--- config.mk ---
export PLATFORM = sky130hd
export DESIGN_NAME = ym_serial_decode
export DESIGN_NICKNAME = d
export VERILOG_FILES = /design/src/rtl/ym_serial_pkg.sv /design/src/rtl/ym_sh_sync.sv /design/src/rtl/ym_serial_decode.sv
export SDC_FILE = /design/constraint.sdc
export NUM_CORES = 1
export LEC_CHECK = 0
export BUFFER_PORTS_ARGS = -buffer_cell sky130_fd_sc_hd__buf_2
export CORE_UTILIZATION = 55
export DETAILED_ROUTE_END_ITERATION = 6
export PLACE_DENSITY = 0.75
export SYNTH_ARGS = -nofsm -noshare
export SYNTH_HDL_FRONTEND = slang
export SYNTH_SLANG_ARGS = --single-unit
export TNS_END_PERCENT = 30
--- constraint.sdc ---
create_clock -name clk -period 3.9 [get_ports clk]
set_input_delay 0.39 -clock clk [delete_from_list [all_inputs] [get_ports clk]]
set_output_delay 0.39 -clock clk [all_outputs]
set_load 0.05 [all_outputs]
--- src/rtl/ym_serial_pkg.sv ---
// rtl/ym_serial_pkg.sv - shared widths and float-to-linear conversion for the YM serial DAC stream
package ym_serial_pkg;

  localparam int MANT_W = 10;
  localparam int EXP_W  = 3;
  localparam int WORD_W = 13;
  localparam int LIN_W  = 16;

  // Exponent 0 is not a legal code and maps to silence.
  function automatic logic [LIN_W-1:0] ym_float_to_lin(input logic [WORD_W-1:0] word);
    logic [EXP_W-1:0] e;
    logic [LIN_W-1:0] m;
    e = word[WORD_W-1:MANT_W];
    m = {{(LIN_W-MANT_W){1'b0}}, word[MANT_W-1:0]};
    if (e == '0) return '0;
    return m << (e - 3'd1);
  endfunction

endpackage

--- src/rtl/ym_sh_sync.sv ---
// rtl/ym_sh_sync.sv - synchronisers for p1/sh/so and p1 rising-edge detect
module ym_sh_sync #(
  parameter int SYNC_STAGES = 2
) (
  input  logic clk,
  input  logic rst_n,
  input  logic ym_p1_i,
  input  logic sh_i,
  input  logic so_i,
  output logic p1e_o,
  output logic sh_s_o,
  output logic so_s_o
);

  logic [SYNC_STAGES-1:0] p1_q;
  logic [SYNC_STAGES-1:0] sh_q;
  logic [SYNC_STAGES-1:0] so_q;
  logic                   p1_prev_q;

  always_ff @(posedge clk or negedge rst_n) begin
    if (!rst_n) begin
      p1_q      <= '0;
      sh_q      <= '0;
      so_q      <= '0;
      p1_prev_q <= 1'b0;
    end else begin
      p1_q      <= {p1_q[SYNC_STAGES-2:0], ym_p1_i};
      sh_q      <= {sh_q[SYNC_STAGES-2:0], sh_i};
      so_q      <= {so_q[SYNC_STAGES-2:0], so_i};
      p1_prev_q <= p1_q[SYNC_STAGES-1];
    end
  end

  assign p1e_o  = p1_q[SYNC_STAGES-1] & ~p1_prev_q;
  assign sh_s_o = sh_q[SYNC_STAGES-1];
  assign so_s_o = so_q[SYNC_STAGES-1];

endmodule

--- src/rtl/ym_serial_decode.sv ---
// rtl/ym_serial_decode.sv - YM serial DAC receiver: deserialise, frame check, float-to-linear decode
module ym_serial_decode
  import ym_serial_pkg::*;
#(
  parameter int SYNC_STAGES = 2,
  parameter int FRAME_LEN   = 16
) (
  input  logic             clk,
  input  logic             rst_n,
  input  logic             ym_p1,
  input  logic             sh,
  input  logic             so,
  input  logic             err_clr,
  output logic [LIN_W-1:0] linear,
  output logic             valid,
  output logic             frame_err
);

  logic              p1e, sh_s, so_s, sh_fall;
  logic [WORD_W-1:0] shreg_q, shreg_d, word_q, word_d;
  logic [4:0]        cnt_q, cnt_d;
  logic              sh_prev_q, sh_prev_d, first_q, first_d;
  logic              cap_q, cap_d, valid_q, valid_d, err_q, err_d;
  logic [LIN_W-1:0]  lin_q, lin_d;
  logic              len_bad, exp_bad;

  ym_sh_sync #(.SYNC_STAGES(SYNC_STAGES)) u_sync (
    .clk     (clk),
    .rst_n   (rst_n),
    .ym_p1_i (ym_p1),
    .sh_i    (sh),
    .so_i    (so),
    .p1e_o   (p1e),
    .sh_s_o  (sh_s),
    .so_s_o  (so_s)
  );

  assign sh_fall = p1e & sh_prev_q & ~sh_s;
  assign len_bad = sh_fall & ~first_q & (cnt_q != 5'(FRAME_LEN));
  assign exp_bad = cap_q & (word_q[WORD_W-1:MANT_W] == '0);

  always_comb begin
    shreg_d   = shreg_q;
    word_d    = word_q;
    cnt_d     = cnt_q;
    sh_prev_d = sh_prev_q;
    first_d   = first_q;
    cap_d     = 1'b0;
    valid_d   = 1'b0;
    lin_d     = lin_q;
    err_d     = err_q;
    if (p1e) begin
      shreg_d   = {so_s, shreg_q[WORD_W-1:1]};
      sh_prev_d = sh_s;
      cnt_d     = (cnt_q == 5'd31) ? cnt_q : cnt_q + 5'd1;
    end
    // A first fall with fewer than a word's worth of shifts since reset closes a
    // partial word (reset landed mid-frame), so it only establishes framing.
    if (sh_fall) begin
      cnt_d   = 5'd1;
      first_d = 1'b0;
      if (!first_q || cnt_q >= 5'(WORD_W)) begin
        word_d = shreg_q;
        cap_d  = 1'b1;
      end
    end
    if (cap_q) begin
      lin_d   = ym_float_to_lin(word_q);
      valid_d = 1'b1;
    end
    if (err_clr) err_d = 1'b0;
    if (len_bad || exp_bad) err_d = 1'b1;
  end

  always_ff @(posedge clk or negedge rst_n) begin
    if (!rst_n) begin
      shreg_q   <= '0;
      word_q    <= '0;
      cnt_q     <= '0;
      sh_prev_q <= 1'b0;
      first_q   <= 1'b1;
      cap_q     <= 1'b0;
      valid_q   <= 1'b0;
      lin_q     <= '0;
      err_q     <= 1'b0;
    end else begin
      shreg_q   <= shreg_d;
      word_q    <= word_d;
      cnt_q     <= cnt_d;
      sh_prev_q <= sh_prev_d;
      first_q   <= first_d;
      cap_q     <= cap_d;
      valid_q   <= valid_d;
      lin_q     <= lin_d;
      err_q     <= err_d;
    end
  end

  assign linear    = lin_q;
  assign valid     = valid_q;
  assign frame_err = err_q;

endmodule

==> results.md <==
- Final Core Density: 66.33%
- Pint: 1.493 mW
- Gr ovfl total: 0
- Root buf cell: clkbuf_8
- Die outline height: 70.97 um
- # rows: 24
- Synth Warn #: 0
- Least-Margin Pin Slew: around 1.1 ns
- Cell count after synthesis: 202
- PostCTS Resize Cnt: 0
- Syn Std Cell Area: 2616 um^2
- Failing checks: design-rule violations
- FF+latch count, synth: 59
- Setup crit end kind: register
- Most frequent cells after synthesis: dfrtp_1, mux2_2, inv_1
- Antenna violations before repair: 0
- Fmax: 407.1 MHz
- Antenna-violating nets left: 0
- Area of the multi-input gates: 1037 um^2
- Power Density: 806.4 nW/um^2
- # fillers: 320
- 1st-pass router iterations: 6
- HP Class: primary input to async pin
- GPL Wtd Cong: 0.7715
- CP peak stage delay: ~0.87 ns
- Post-CTS Setup Bufs: 0
- Post-DP HPWL: between 3000 and 4000 um
- Area after DPL: 2755 um^2
- I/O Buffers: 23
- Number of flops mapped to enable cells by yosys: 0
- Final setup TNS: 0 ns
- Critical Path Fanout Max: 11
- CTS tree: done
- Crit-path cells: inv_2, ha_1, nor3b_1, o21ai_0, o221ai_1
- Max Cap Viol: 0
- Post-DR wirelength/cell: 16.69 um
- Synth area leaders: dfrtp_1, mux2_2, mux2i_1
- Area Overhead vs Synth: 13.44%
- Register share of total power: 40.3%
- Placed Instances: 268
- Synth unique cells: 36
- DR iter-0 viols: around 100
- Total Power: 2.393 mW
- Ys async rst share: 100.0%
- Critical path launch point type: register
- Final worst-path cycle share: 62.98%
- Layout cells sized above 1: 34.48%
- Post-Place Worst Slack: 1.485 ns
- Slew HR: 24.63%
- Vias in the first global route: roughly 1.6k
- Vias per cell: around 5.7
- H-tree depth: 3
- Cell taking the most area after synthesis: dfrtp_1
- Leak: 1.407 nW
- VDD IR max: 0.3678 mV
- Synth Flop Type: dfrtp_1
- Worst-Skew Late Latency: approximately 0.34 ns
- Clock share of power: about a quarter
- I/O Pins: 24
- Post-Route WL: about 4700 um
- Worst Clk Skew: 0.006815 ns
- Core Footprint: between 4000 and 5000 um^2
- Syn avg cell area: 12.95 um^2
- Max Slew Vio Count: 0
- Critical Path RT: 4.05 ns
- Final setup fails: 0
- GRT Total Usage: 21.20%
- Ant diodes: 0
- Most frequent cell after synthesis: dfrtp_1
- Final Hold Fails: 0
- Max clock buf depth: 2
- Worst Setup Path Type: register to register
- Comb pwr share: 35.5%
- Setup ws final: 1.444 ns
- Minimum clock period: 2.456 ns
- First-pass GRT wire length: 7893 um
- Hold Buf Count CTS: 0
- Non-filler cells in the finished layout: 284
- TritonCTS buffer count: 9
- Reg area: 1478 um^2
- Via count: 1630
- Clock sink count: 59
- Worst r2r path cells: 5
- RSZ-0062 raised after global routing: no
- Largest net degree at the start of global routing: 33
- Initial Util: 58.47%
- WP data arrival: about 2.6 ns
- Sw frac: 37.60%
- Final hold slack: a little under 0.09 ns
- Synthesized Nets: 214
- Run status: complete, but fails checks
- Clock slew at reported path FFs: about 0.070 ns
- NetSw: 0.9000 mW
- Die area: just over 5000 um^2
- Die W: 70.97 um
- Final Instance Area: 2968 um^2
- Synth top area share: 55.48%
- Layout Nets: ~240
- Slowest cell on the critical path: o21ai_0
- Post-route DRC: 2
- Post-synthesis sequential area ratio: approximately 56%
[layer usage]
metal	share of wire, %	up-vias	routed length, um	GRT usage (%)
met1	45	799	2147	27.17
met3	4.2	11	200	6.838
met5	0	-	0	0
met4	2.0	0	93	10.67
met2	48	44	2297	32.59
li1	-	776	-	-
[area by class of cell]
cell class              count  share of cell area [%]
well taps                  52                   2.192
repair buffers             24                   4.132
inverters                  14                   1.771
clock inverters             4                   1.602
flip-flops and latches     59                   49.79
multi-input cells         119                   34.95
clock buffers              12                   5.565
[flip-flops by register name (all words and copies together), names as in the netlist]
register,count
linear,16
cap_q,1
word_q,13
cnt_q,5
first_q,1
u_sync.p1_q,2
u_sync.p1_prev_q,1
valid,1
frame_err,1
shreg_q,13
u_sync.sh_q,2
u_sync.so_q,2
sh_prev_q,1
[worst max-delay path, delay by kind of cell, from the launching register on]
family / cells / cell delay [ns]
adders and majority gates: 1 / 0.28
DFF: 1 / 0.54
AOI/OAI and AO/OA: 2 / 1.09
and+or+nand+nor: 1 / 0.16
buffers and inverters: 1 / 0.19
[cells in the final DEF (no fill, tap or decap), types with 2 or more instances in the layout]
cell type  Yosys  routed
and3b_1        2       2
dfrtp_1       58      58
mux2_1         2       2
ha_1           6       6
o21ai_0        3       3
nand2_1        5       5
clkinv_2       0       2
clkbuf_8       0      12
nand3_1        2       2
and3_1         2       2
buf_2          3      23
mux2_2        34      34
nand2b_1       9       9
a21o_1         2       2
nor2b_1        2       2
mux2i_1        8       8
o221ai_1       9       9
nor3b_1        2       2
inv_1         13      13
a21oi_1        7       7
o22ai_1        8       8
nor2_1         4       4
[final timing paths]
check / start / end / slack [ns]
setup / recovery: word_q[10] / linear[5] / 1.44
hold / removal: rst_n / linear[9] / 0.09
setup reg to reg: word_q[10] / linear[5] / 1.44
hold reg to reg: u_sync.sh_q[0] / u_sync.sh_q[1] / 0.36
max in group asynchronous: rst_n / word_q[6] / 2.99
min in group clk: ym_p1 / u_sync.p1_q[0] / 0.16
[cells by family (layout without fill, tap and decap cells)]
logic type | count (synthesis) | count (layout) | synth area share, %
flip-flops | 59 | 59 | 56.48
multiplexers | 44 | 44 | 18.56
AO/OA/AOI/OAI | 34 | 34 | 9.852
AND/OR/NAND/NOR | 34 | 34 | 8.034
buffers and inverters | 24 | 54 | 3.873
adder cells (fa/ha/maj) | 6 | 6 | 2.869
XOR/XNOR | 1 | 1 | 0.3348
[power groups by stage]
stage	combinational (mW)	clock (mW)	sequential (mW)
finish	0.850	0.579	0.964
global route	0.916	0.612	0.991
CTS	0.853	0.586	0.963
detailed placement	0.837	0	0.971
global placement	0.809	0	0.954
floorplan	0.518	0	1.08
Note: power is estimated with default switching activity, not from simulation.
